## src/rtl/tcm_axis_readout.sv

```systemverilog
// Purpose: after a software start, reads TCM words 0..last_addr and streams them as one AXI-Stream packet.
// Latency: start sampled at edge E0 -> first read issued right after E0, first TVALID right after E0+2 edges.
// Backpressure: full TREADY stall support; a read is issued only when the 2-entry output FIFO has room for it.
module tcm_axis_readout #(
    parameter int C_M_AXIS_TDATA_WIDTH = 32,
    parameter int C_TCM_ADDR_WIDTH     = 5
) (
    input  logic                            M_AXIS_ACLK,
    input  logic                            M_AXIS_ARESETN,
    input  logic [31:0]                     USR_tcm_control,
    output logic                            tcm_rd_en,
    output logic [C_TCM_ADDR_WIDTH-1:0]     tcm_rd_addr,
    input  logic [C_M_AXIS_TDATA_WIDTH-1:0] tcm_rd_data,
    output logic                            tcm_busy,
    output logic                            tcm_done,
    output logic                            M_AXIS_TVALID,
    output logic [C_M_AXIS_TDATA_WIDTH-1:0] M_AXIS_TDATA,
    output logic                            M_AXIS_TLAST,
    input  logic                            M_AXIS_TREADY
);
    localparam int DW = C_M_AXIS_TDATA_WIDTH;
    localparam int AW = C_TCM_ADDR_WIDTH;

    typedef enum logic [1:0] {IDLE, RUN, DONE} state_t;

    state_t        state, state_nxt;
    logic          start_q, start_arm, start_pulse, start_accept;
    logic [AW-1:0] last_addr, rd_ptr, out_idx;
    logic          rd_exhausted, inflight, issuing;
    logic [DW-1:0] fifo_mem [2];
    logic          fifo_wr_sel, fifo_rd_sel;
    logic [1:0]    fifo_count, credit;
    logic          push, pop, last_hs;
    logic          unused_ctrl;

    // Only the start bit and the last-address field of the control word are used.
    assign unused_ctrl = ^{USR_tcm_control[31:7+AW], USR_tcm_control[5:0]};

    // start_arm only sets once bit6 has been seen low after reset, so a start bit
    // held high through reset cannot be mistaken for a fresh rising edge.
    assign start_pulse  = USR_tcm_control[6] & ~start_q & start_arm;
    assign start_accept = start_pulse & (state != RUN);

    assign pop     = M_AXIS_TVALID & M_AXIS_TREADY;
    assign push    = inflight;
    assign last_hs = (state == RUN) & pop & (out_idx == last_addr);

    assign M_AXIS_TVALID = (fifo_count != 2'd0);
    assign M_AXIS_TDATA  = fifo_mem[fifo_rd_sel];
    assign M_AXIS_TLAST  = M_AXIS_TVALID & (out_idx == last_addr);
    assign tcm_rd_addr   = rd_ptr;

    // A word leaving the FIFO this cycle frees its slot for the read issued now,
    // which keeps the stream gap-free at full TREADY without ever overflowing.
    assign credit    = fifo_count + {1'b0, inflight} - {1'b0, pop};
    assign tcm_rd_en = issuing & (credit < 2'd2) & ~rd_exhausted;

    // Start-bit edge detector and arm flag.
    always_ff @(posedge M_AXIS_ACLK or negedge M_AXIS_ARESETN) begin
        if (!M_AXIS_ARESETN) begin
            start_q   <= 1'b0;
            start_arm <= 1'b0;
        end else begin
            start_q <= USR_tcm_control[6];
            if (!USR_tcm_control[6]) begin
                start_arm <= 1'b1;
            end
        end
    end

    // FSM state register.
    always_ff @(posedge M_AXIS_ACLK or negedge M_AXIS_ARESETN) begin
        if (!M_AXIS_ARESETN) begin
            state <= IDLE;
        end else begin
            state <= state_nxt;
        end
    end

    // FSM next-state: a start in RUN is ignored, DONE can restart immediately.
    always_comb begin
        state_nxt = state;
        case (state)
            IDLE:    if (start_pulse) state_nxt = RUN;
            RUN:     if (last_hs)     state_nxt = DONE;
            DONE:    if (start_pulse) state_nxt = RUN;
            default: state_nxt = IDLE;
        endcase
    end

    // FSM outputs: status flags and read-issue permission.
    always_comb begin
        tcm_busy = 1'b0;
        tcm_done = 1'b0;
        issuing  = 1'b0;
        case (state)
            RUN: begin
                tcm_busy = 1'b1;
                issuing  = 1'b1;
            end
            DONE:    tcm_done = 1'b1;
            default: ;
        endcase
    end

    // Read pointer, output word index and packet length, all re-armed on an accepted start.
    always_ff @(posedge M_AXIS_ACLK or negedge M_AXIS_ARESETN) begin
        if (!M_AXIS_ARESETN) begin
            last_addr    <= '0;
            rd_ptr       <= '0;
            out_idx      <= '0;
            rd_exhausted <= 1'b0;
            inflight     <= 1'b0;
        end else if (start_accept) begin
            last_addr    <= USR_tcm_control[7 +: AW];
            rd_ptr       <= '0;
            out_idx      <= '0;
            rd_exhausted <= 1'b0;
            inflight     <= 1'b0;
        end else begin
            inflight <= tcm_rd_en;
            if (tcm_rd_en) begin
                rd_ptr <= rd_ptr + 1'b1;
                if (rd_ptr == last_addr) begin
                    rd_exhausted <= 1'b1;
                end
            end
            if (pop) begin
                out_idx <= out_idx + 1'b1;
            end
        end
    end

    // Two-entry output FIFO: captures BRAM data one cycle after each issue, pops on handshake.
    always_ff @(posedge M_AXIS_ACLK or negedge M_AXIS_ARESETN) begin
        if (!M_AXIS_ARESETN) begin
            fifo_mem[0] <= '0;
            fifo_mem[1] <= '0;
            fifo_wr_sel <= 1'b0;
            fifo_rd_sel <= 1'b0;
            fifo_count  <= 2'd0;
        end else begin
            if (push) begin
                fifo_mem[fifo_wr_sel] <= tcm_rd_data;
                fifo_wr_sel           <= ~fifo_wr_sel;
            end
            if (pop) begin
                fifo_rd_sel <= ~fifo_rd_sel;
            end
            case ({push, pop})
                2'b10:   fifo_count <= fifo_count + 1'b1;
                2'b01:   fifo_count <= fifo_count - 1'b1;
                default: ;
            endcase
        end
    end
endmodule
```

## config.mk

```make
export PLATFORM = sky130hd
export DESIGN_NAME = tcm_axis_readout
export DESIGN_NICKNAME = d
export VERILOG_FILES = /design/src/rtl/tcm_axis_readout.sv
export SDC_FILE = /design/constraint.sdc
export NUM_CORES = 1
export LEC_CHECK = 0
export CAP_MARGIN = 30
export CORE_MARGIN = 10
export CORE_UTILIZATION = 35
export CTS_CLUSTER_DIAMETER = 30
export CTS_CLUSTER_SIZE = 30
export DETAILED_ROUTE_END_ITERATION = 16
export SLEW_MARGIN = 20
export SYNTH_ARGS = -nofsm -noshare
export SYNTH_HDL_FRONTEND = slang
export SYNTH_SLANG_ARGS = --single-unit
```

## constraint.sdc

```tcl
create_clock -name M_AXIS_ACLK -period 1.85 [get_ports M_AXIS_ACLK]
set_input_delay 0.37 -clock M_AXIS_ACLK [delete_from_list [all_inputs] [get_ports M_AXIS_ACLK]]
set_output_delay 0.37 -clock M_AXIS_ACLK [all_outputs]
set_load 0.01 [all_outputs]
```

==> impl_metrics.py, run 1 <==
metrics = {
    "logic_synthesis": {
        "ys_seq_area_frac": 0.565,
        "synth_top_area_frac": 0.565,
        "synth.largest_area_cell": "dfrtp_1",
        "synth.area.top_cells": "dfrtp_1, mux2_2, xor2_1",
        "synth_warnings": 0,
        "ys_async_sr_fraction": 1.00,
        "synthCells": 292,
        "synth_edf_count": 0,
        "ys_types": 32,
        "synth_area_um2": 3940,
        "ys.flop_type": "dfrtp_1",
        "synth.avg_cell_area_um2": 13.5,
        "syn_nets": 361,
        "yosys_register_bits": 89,
    },
    "timing": {
        "timing.slew.headroom": 0.711,
        "tightest_slew_ns": 0.433,
        "rsz0062_at_grt": "true",
        "final.setup.worst_slack_ns": -0.0933,
        "drv_slew": 0,
        "fin_crit_ns": 1.94,
        "hold_violations": 0,
        "skew_ns": 0.00343,
        "setup_violations": 16,
        "min_period_over_period": 1.05,
        "max_freq_ghz": 0.515,
    },
    "power": {
        "pwr_density_cell_nw_per_um2": 1990,
        "power.total_uw": 11600,
        "netSwitchingFraction": 0.312,
        "clockPowerShare": 0.173,
        "power_frac_comb": 0.527,
        "p_int_uw": 7960,
        "seqPwrFrac": 0.299,
        "vdd_drop_max_mv": 0.849,
        "p_sw_uw": 3600,
        "leakagePower_uw": 0.00267,
    },
    "clocking": {
        "clock_path_buffers": 2,
        "insertion_delay_ns": 0.34,
        "cts-root-buf": "clkbuf_16",
        "cts_made_buffers": 9,
        "cts.clk_slew.worst_paths_ns": 0.06,
        "cts_tree": "yes",
        "htree_levels": 3,
        "clock-sinks": 89,
    },
    "grt": {
        "grt_pass1_wl_um": 15200,
        "first_global_vias": 2903,
        "antenna_found_initial": 0,
        "track_usage": 0.120,
        "overflow": 0,
        "grt_max_degree": 37,
    },
    "detailed_routing": {
        "routed_wl_um": 9590,
        "dr.pass1.iters": 4,
        "wl_per_cell_um": 17.0,
        "avgViaCountPerCell": 4.80,
        "ant_nets": 0,
        "drtIter0Drc": 138,
        "post-route-drc-count": 0,
        "dr_total_vias": 2705,
    },
    "finish": {
        "n_antenna_cell": 0,
        "post-route-util": 0.531,
        "most-common-layout-cells": "dfrtp_1, mux2_2, clkdlybuf4s50_1, buf_6, buf_4",
        "synthToLayoutAreaGrowth_pct": 47.2,
        "drive_gt1_frac": 0.478,
        "nets": 487,
        "final_common_cell": "dfrtp_1",
    },
    "outcome": {
        "status": "finished with violations",
        "violations": "setup timing",
    },
    "floorplan": {
        "die_area_um2": 15900,
        "die_x_um": 126,
        "row_count": 38,
        "fp.dieH_um": 126,
        "core_um2": 10900,
        "floorplan.initialDensity": 0.361,
        "ioPinCount": 109,
    },
    "setup_path": {
        "cp_common_cell": "buf_6",
        "required_ns": 1.48,
        "critPathMaxFanout": 6,
        "crit_arrival_ns": 1.57,
        "critPathCaptureType": "output pin",
        "cp_slowest_cell": "dfrtp_2",
        "start_kind": "register",
        "critPathMaxStageDelay_ns": 0.41,
        "critical_path_class": "register to output pin",
        "crit_chain": "buf_6, buf_8, buf_12, mux2_4, buf_6",
    },
    "place": {
        "gp_congestion": 0.719,
        "port_buffers": 82,
        "hpwl_um": 6250,
    },
    "flow_run": {
        "maxCapViolations": 0,
    },
    "worst_hold_path": {
        "hp-class": "register to register",
    },
}
synth_stat cells (all sizes together), types with 3 or more instances:
cell     n
nand2b   4
nand2   24
mux2i    4
nor2     7
buf      8
dfrtp   89
clkbuf   8
mux2    96
o21ai    3
nand3    5
nor3     4
a21oi    3
xor2    16
what timing repair did:
| item | CTS | global route |
|---|---|---|
| hold buffers | 1 | 0 |
| buffers inserted | 12 | 7 |
| gates resized for setup | 171 | 43 |
| pin swaps | 1 | 5 |
| hold endpoints to repair | 31 | 0 |
| setup endpoints to repair | 37 | 30 |
| cloned | 3 | 0 |
metal layers:
metal | global-route usage | share of wire | up-vias
li1 | - | - | 1278
met1 | 0.143 | 0.45 | 1336
met2 | 0.192 | 0.48 | 75
met3 | 0.0369 | 0.053 | 16
met4 | 0.0569 | 0.021 | 0
met5 | 0 | 0 | -
registers in the layout (all words and copies together) (netlist names):
signal        cells
fifo_count        2
fifo_mem         64
fifo_rd_sel       1
fifo_wr_sel       1
inflight          1
last_addr         5
out_idx           5
rd_exhausted      1
start_arm         1
start_q           1
state             2
tcm_rd_addr       5
per-stage QoR:
step	hold WS (ns)	instances	worst slack [ns]	instance area, um^2	TNS, ns
after floorplan	0.0744	292	0.217	3940	0
after global placement	0.338	528	-0.477	5130	-0.704
after detailed placement	0.341	528	-0.484	5130	-0.729
after CTS	0.473	558	-0.216	5620	-1.66
after global routing	0.505	563	-0.127	5810	-1.74
final	0.470	563	-0.0933	5810	-1.06
layout make-up:
cell class | count | area (um^2)
Inverter | 2 | 7.51
Timing Repair Buffer | 131 | 1340
Multi-Input combinational cell | 185 | 1730
Sequential cell | 89 | 2230
Clock buffer | 11 | 253
Clock inverter | 5 | 77.6
Fill cell | 950 | 5130
Tap cell | 140 | 175
worst max-delay path: cells and delay by family, from the launching register on:
family	cells	cell delay [ns]
muxes	1	0.30
buffers and inverters	4	0.52
DFF	1	0.41
kinds of logic after synthesis:
kind of cell	count (synthesis)	synth area share
flops	89	0.565
mux	100	0.284
fa+ha+maj	2	0.00634
simple gates	55	0.0669
buf+inv	18	0.0213
xor+xnor	17	0.0378
compound gates	11	0.0187
final timing paths:
kind | end | slack [ns] | from | cells past startpoint
hold / removal | start_arm | 0.47 | start_arm | 1
min in group asynchronous | fifo_mem[40] | 0.51 | M_AXIS_ARESETN | 2
max in group asynchronous | fifo_mem[26] | 0.68 | M_AXIS_ARESETN | 3
setup reg to reg | tcm_rd_addr[3] | 0.13 | fifo_count[1] | 7
setup / recovery | M_AXIS_TDATA[30] | -0.09 | fifo_rd_sel | 5
hold reg to reg | start_arm | 0.47 | start_arm | 1
power groups by stage:
stage                     Combinational (uW)  Sequential, uW  Clock [uW]
after detailed placement                5190            3470           0
final                                   6100            3460        2000
after global routing                    6570            3600        2120
after global placement                  5130            3420           0
after CTS                               5630            3450        2060
after floorplan                         2890            3350           0
No activity file was read; power rests on OpenSTA's default activity.
==> run 2: changes to the inputs <==
--- a/config.mk
+++ b/config.mk
@@ -6,11 +6,14 @@
 export NUM_CORES = 1
 export LEC_CHECK = 0
 export CAP_MARGIN = 30
+export CELL_PAD_IN_SITES_DETAIL_PLACEMENT = 0
+export CELL_PAD_IN_SITES_GLOBAL_PLACEMENT = 1
 export CORE_MARGIN = 10
 export CORE_UTILIZATION = 35
 export CTS_CLUSTER_DIAMETER = 30
 export CTS_CLUSTER_SIZE = 30
 export DETAILED_ROUTE_END_ITERATION = 16
+export PLACE_DENSITY_LB_ADDON = 0.1
 export SLEW_MARGIN = 20
 export SYNTH_ARGS = -nofsm -noshare
 export SYNTH_HDL_FRONTEND = slang
==> impl_metrics.py, run 2 (same netlist as run 1, synthesis figures left out) <==
metrics = {
    "grt": {
        "track_usage": 0.116,
        "antenna_found_initial": 0,
        "first_global_vias": 2877,
        "grt_max_degree": 39,
        "grt_pass1_wl_um": 15100,
        "overflow": 0,
    },
    "timing": {
        "timing.slew.headroom": 0.758,
        "fin_crit_ns": 1.96,
        "rsz0062_at_grt": "true",
        "setup_violations": 12,
        "drv_slew": 0,
        "final.setup.worst_slack_ns": -0.109,
        "tightest_slew_ns": 0.363,
        "hold_slack_ns": 0.468,
        "min_period_over_period": 1.06,
        "skew_ns": 0.00462,
        "hold_violations": 0,
        "max_freq_ghz": 0.510,
    },
    "floorplan": {
        "core_um2": 10900,
        "die_x_um": 126,
        "ioPinCount": 109,
        "floorplan.initialDensity": 0.361,
        "die_area_um2": 15900,
        "row_count": 38,
        "fp.dieH_um": 126,
    },
    "finish": {
        "most-common-layout-cells": "dfrtp_1, mux2_2, clkdlybuf4s50_1, buf_6, buf_4",
        "nets": 478,
        "post-route-util": 0.524,
        "drive_gt1_frac": 0.465,
        "synthToLayoutAreaGrowth_pct": 45.2,
        "final_common_cell": "dfrtp_1",
        "largest_register_ff_count": 64,
        "regMostFlops": "fifo_mem",
        "fillers": 985,
        "n_antenna_cell": 0,
    },
    "setup_path": {
        "required_ns": 1.48,
        "cp_common_cell": "buf_6",
        "cp_slowest_cell": "dfrtp_2",
        "cp_top_family": "buffers and inverters",
        "crit_chain": "buf_6, buf_12, buf_6, mux2_4, buf_6",
        "cp_num_buf_inv": 4,
        "start_kind": "register",
        "critPathMaxStageDelay_ns": 0.44,
        "r2r_cells": 7,
        "path_depth": 5,
        "critPathMaxFanout": 6,
        "crit_arrival_ns": 1.59,
        "critPathCaptureType": "output pin",
        "critical_path_class": "register to output pin",
    },
    "clocking": {
        "cts-root-buf": "clkbuf_16",
        "clock-sinks": 89,
        "cts_made_buffers": 9,
        "insertion_delay_ns": 0.33,
        "cts.clk_slew.worst_paths_ns": 0.07,
        "cts_tree": "yes",
        "htree_levels": 3,
        "clock_path_buffers": 2,
    },
    "power": {
        "vdd_drop_max_mv": 0.889,
        "pwr_density_cell_nw_per_um2": 1960,
        "leakagePower_uw": 0.00260,
        "power.total_uw": 11200,
    },
    "detailed_routing": {
        "ant_nets": 0,
        "dr_total_vias": 2614,
        "post-route-drc-count": 0,
        "drtIter0Drc": 100,
        "avgViaCountPerCell": 4.73,
        "wl_per_cell_um": 16.4,
        "routed_wl_um": 9060,
        "dr.pass1.iters": 4,
    },
    "flow_run": {
        "maxCapViolations": 0,
    },
    "place": {
        "gp_congestion": 0.713,
        "port_buffers": 82,
        "hpwl_um": 6260,
    },
    "outcome": {
        "status": "finished with violations",
        "violations": "setup timing",
    },
    "worst_hold_path": {
        "holdPathStages": 1,
        "hp-class": "register to register",
    },
}
run 2: what timing repair did:
action | 4_1_cts | 5_1_grt
setup buffers | 9 | 1
pin swaps | 4 | 2
endpoints found under the hold margin | 24 | 0
hold buffers | 1 | 0
resized for setup | 186 | 25
setup endpoints to repair | 37 | 35
gates cloned | 4 | 0
run 2: power breakdown:
| group | internal, uW | total [uW] | switching [uW] |
|---|---|---|---|
| clock | 1050 | 1810 | 762 |
| sequential | 2900 | 3470 | 567 |
| combinational | 3720 | 5940 | 2210 |
run 2: worst paths after layout:
| check | from | endpoint | slack [ns] |
|---|---|---|---|
| worst max-delay path | fifo_rd_sel | M_AXIS_TDATA[1] | -0.11 |
| worst min-delay path | start_arm | start_arm | 0.47 |
| worst max register to register | fifo_count[0] | tcm_rd_addr[3] | 0.09 |
| worst min register to register | start_arm | start_arm | 0.47 |
| max in group asynchronous | M_AXIS_ARESETN | fifo_mem[61] | 0.83 |
| min in group asynchronous | M_AXIS_ARESETN | fifo_mem[9] | 0.50 |
run 2: metal layers:
metal | up-vias | part of all wire | wire length, um | track usage
met4 | 0 | 0.013 | 121 | 0.0442
met5 | - | 0 | 0 | 0
met3 | 11 | 0.042 | 385 | 0.0268
met2 | 55 | 0.50 | 4530 | 0.192
li1 | 1248 | - | - | -
met1 | 1300 | 0.44 | 4020 | 0.144
run 2: layout make-up:
| class | count | area [um^2] | share of cell area |
|---|---|---|---|
| flip-flops and latches | 89 | 2230 | 0.389 |
| multi-input cells | 185 | 1720 | 0.301 |
| repair buffers | 122 | 1300 | 0.227 |
| clock buffers | 9 | 225 | 0.0393 |
| well taps | 140 | 175 | 0.0306 |
| clock inverters | 6 | 67.6 | 0.0118 |
| inverters | 2 | 7.51 | 0.00131 |
run 2: stage by stage:
stage	cell area [um^2]	cells	setup WS [ns]	setup TNS [ns]
2_1_floorplan	3940	292	0.217	0
3_3_place_gp	5160	528	-0.667	-1.35
3_5_place_dp	5160	528	-0.678	-1.50
4_1_cts	5710	557	-0.134	-1.72
5_1_grt	5730	553	-0.149	-1.45
6_report	5730	553	-0.109	-0.304
==> run 3: changes to the inputs <==
==> constraint.sdc (replaced) <==
create_clock -name M_AXIS_ACLK -period 1.92 [get_ports M_AXIS_ACLK]
set_input_delay 0.384 -clock M_AXIS_ACLK [delete_from_list [all_inputs] [get_ports M_AXIS_ACLK]]
set_output_delay 0.384 -clock M_AXIS_ACLK [all_outputs]
set_load 0.01 [all_outputs]
==> impl_metrics.py, run 3 (same netlist as run 1, synthesis figures left out) <==
metrics = {
    "timing": {
        "hold_violations": 0,
        "fin_crit_ns": 1.95,
        "drv_slew": 0,
        "tightest_slew_ns": 0.367,
        "skew_ns": 0.00578,
        "min_period_over_period": 1.02,
        "setup_violations": 9,
        "final.setup.worst_slack_ns": -0.0335,
        "rsz0062_at_grt": "true",
        "max_freq_ghz": 0.512,
        "timing.slew.headroom": 0.756,
    },
    "setup_path": {
        "crit_chain": "buf_12, buf_12, buf_12, mux2_2, buf_6",
        "crit_arrival_ns": 1.57,
        "start_kind": "register",
        "cp_common_cell": "buf_12",
        "required_ns": 1.54,
        "rr_startpoint": "fifo_count[0]",
        "critPathLaunch": "fifo_rd_sel",
        "critPathCaptureType": "output pin",
        "critPathMaxFanout": 6,
        "critical_path_class": "register to output pin",
        "cp_slowest_cell": "dfrtp_2",
        "critPathMaxStageDelay_ns": 0.44,
    },
    "detailed_routing": {
        "ant_nets": 0,
        "wl_per_cell_um": 16.0,
        "top_layer_used": "met4",
        "avgViaCountPerCell": 4.71,
        "routed_wl_um": 8800,
        "post-route-drc-count": 0,
        "dr_total_vias": 2594,
        "wl_met2_um": 4240,
        "drtIter0Drc": 65,
        "dr.pass1.iters": 4,
        "met3_length_um": 341,
        "wl_met1_um": 4160,
    },
    "finish": {
        "post-route-util": 0.508,
        "nets": 476,
        "synthToLayoutAreaGrowth_pct": 40.9,
        "final_common_cell": "mux2_2",
        "n_antenna_cell": 0,
        "largest_register_ff_count": 64,
        "fillers": 1004,
        "most-common-layout-cells": "mux2_2, dfrtp_1, clkdlybuf4s50_1, buf_4, nand2_1",
        "drive_gt1_frac": 0.457,
        "regMostFlops": "fifo_mem",
    },
    "floorplan": {
        "core_um2": 10900,
        "fp.dieH_um": 126,
        "ioPinCount": 109,
        "die_x_um": 126,
        "row_count": 38,
        "floorplan.initialDensity": 0.361,
        "die_area_um2": 15900,
    },
    "power": {
        "p_sw_uw": 3200,
        "seqPwrFrac": 0.322,
        "pwr_density_cell_nw_per_um2": 1850,
        "netSwitchingFraction": 0.311,
        "vdd_drop_max_mv": 0.744,
        "power_frac_comb": 0.489,
        "power.total_uw": 10300,
        "leakagePower_uw": 0.00252,
        "clockPowerShare": 0.190,
        "p_int_uw": 7090,
    },
    "grt": {
        "track_usage": 0.112,
        "antenna_found_initial": 0,
        "overflow": 0,
        "grt_pass1_wl_um": 14700,
        "grt_max_degree": 39,
        "first_global_vias": 2805,
    },
    "clocking": {
        "cts.clk_slew.worst_paths_ns": 0.06,
        "cts_made_buffers": 9,
        "cts-root-buf": "clkbuf_16",
        "clock-sinks": 89,
        "htree_levels": 3,
        "insertion_delay_ns": 0.33,
        "clock_path_buffers": 2,
        "cts_tree": "yes",
    },
    "worst_hold_path": {
        "hp-class": "register to register",
        "worst_hold_startpoint": "start_arm",
    },
    "outcome": {
        "status": "finished with violations",
        "violations": "setup timing",
    },
    "place": {
        "gp_congestion": 0.706,
        "pre_cts_ws_ns": -0.634,
        "hpwl_um": 6290,
        "port_buffers": 82,
    },
    "flow_run": {
        "maxCapViolations": 0,
    },
}
-- run 3: cell count changes in the layout (fill, tap and decap cells not counted), sizes merged --
cell / before / now
buf: 74 / 61
bufinv: 1 / 3
clkbuf: 10 / 21
clkdlybuf4s15: 0 / 1
clkinvlp: 2 / 0
dlygate4sd2: 3 / 2
dlymetal6s2s: 0 / 1
inv: 4 / 3
-- run 3: worst max-delay path, delay by kind of cell (launching register included) --
kind | cells | cell delay (ns)
multiplexers | 1 | 0.28
flip-flops | 1 | 0.44
buffers and inverters | 4 | 0.53
-- run 3: path summary, 6_finish.rpt --
path	end	slack, ns	cells past startpoint
worst min register to register	start_arm	0.47	1
worst max-delay path	M_AXIS_TDATA[0]	-0.03	5
max in group asynchronous	out_idx[3]	0.88	3
worst min-delay path	start_arm	0.47	1
min in group asynchronous	fifo_mem[41]	0.51	2
worst max register to register	tcm_rd_addr[3]	0.19	7
-- run 3: per-layer routing --
layer | GRT usage | vias up
met4 | 0.0301 | 0
li1 | - | 1250
met3 | 0.0340 | 5
met1 | 0.139 | 1292
met5 | 0 | -
met2 | 0.184 | 47
-- run 3: layout make-up --
type	instances	area (um^2)	share of cell area
clock buffers	10	229	0.0412
clock inverters	5	104	0.0187
inverters	2	7.51	0.00135
multi-input cells	185	1650	0.298
flip-flops and latches	89	2230	0.401
well taps	140	175	0.0315
repair buffers	120	1160	0.209
-- run 3: through the flow --
step                TNS, ns  cells  hold slack [ns]  area (um^2)
floorplan                 0    292           0.0884         3940
global placement     -0.927    527            0.320         5140
detailed placement    -1.09    527            0.325         5140
CTS                  -0.707    548            0.472         5530
global route         -0.640    551            0.502         5560
finish               -0.217    551            0.468         5560
-- run 3: timing repair --
item                                   CTS  global route
cloned                                   1             0
hold buffers                             1             0
buffers inserted                         4             4
endpoints found under the hold margin   24             0
pin swaps                                4             2
gates resized for setup                134            20
setup endpoints to repair               36            34
-- run 3: power by group through the flow --
stage,Combinational (uW),Clock (uW),Sequential [uW]
after floorplan,2790,0,3230
after detailed placement,5000,0,3340
after CTS,5040,2010,3330
after global routing,5500,2080,3440
final,5030,1950,3310
after global placement,4950,0,3300
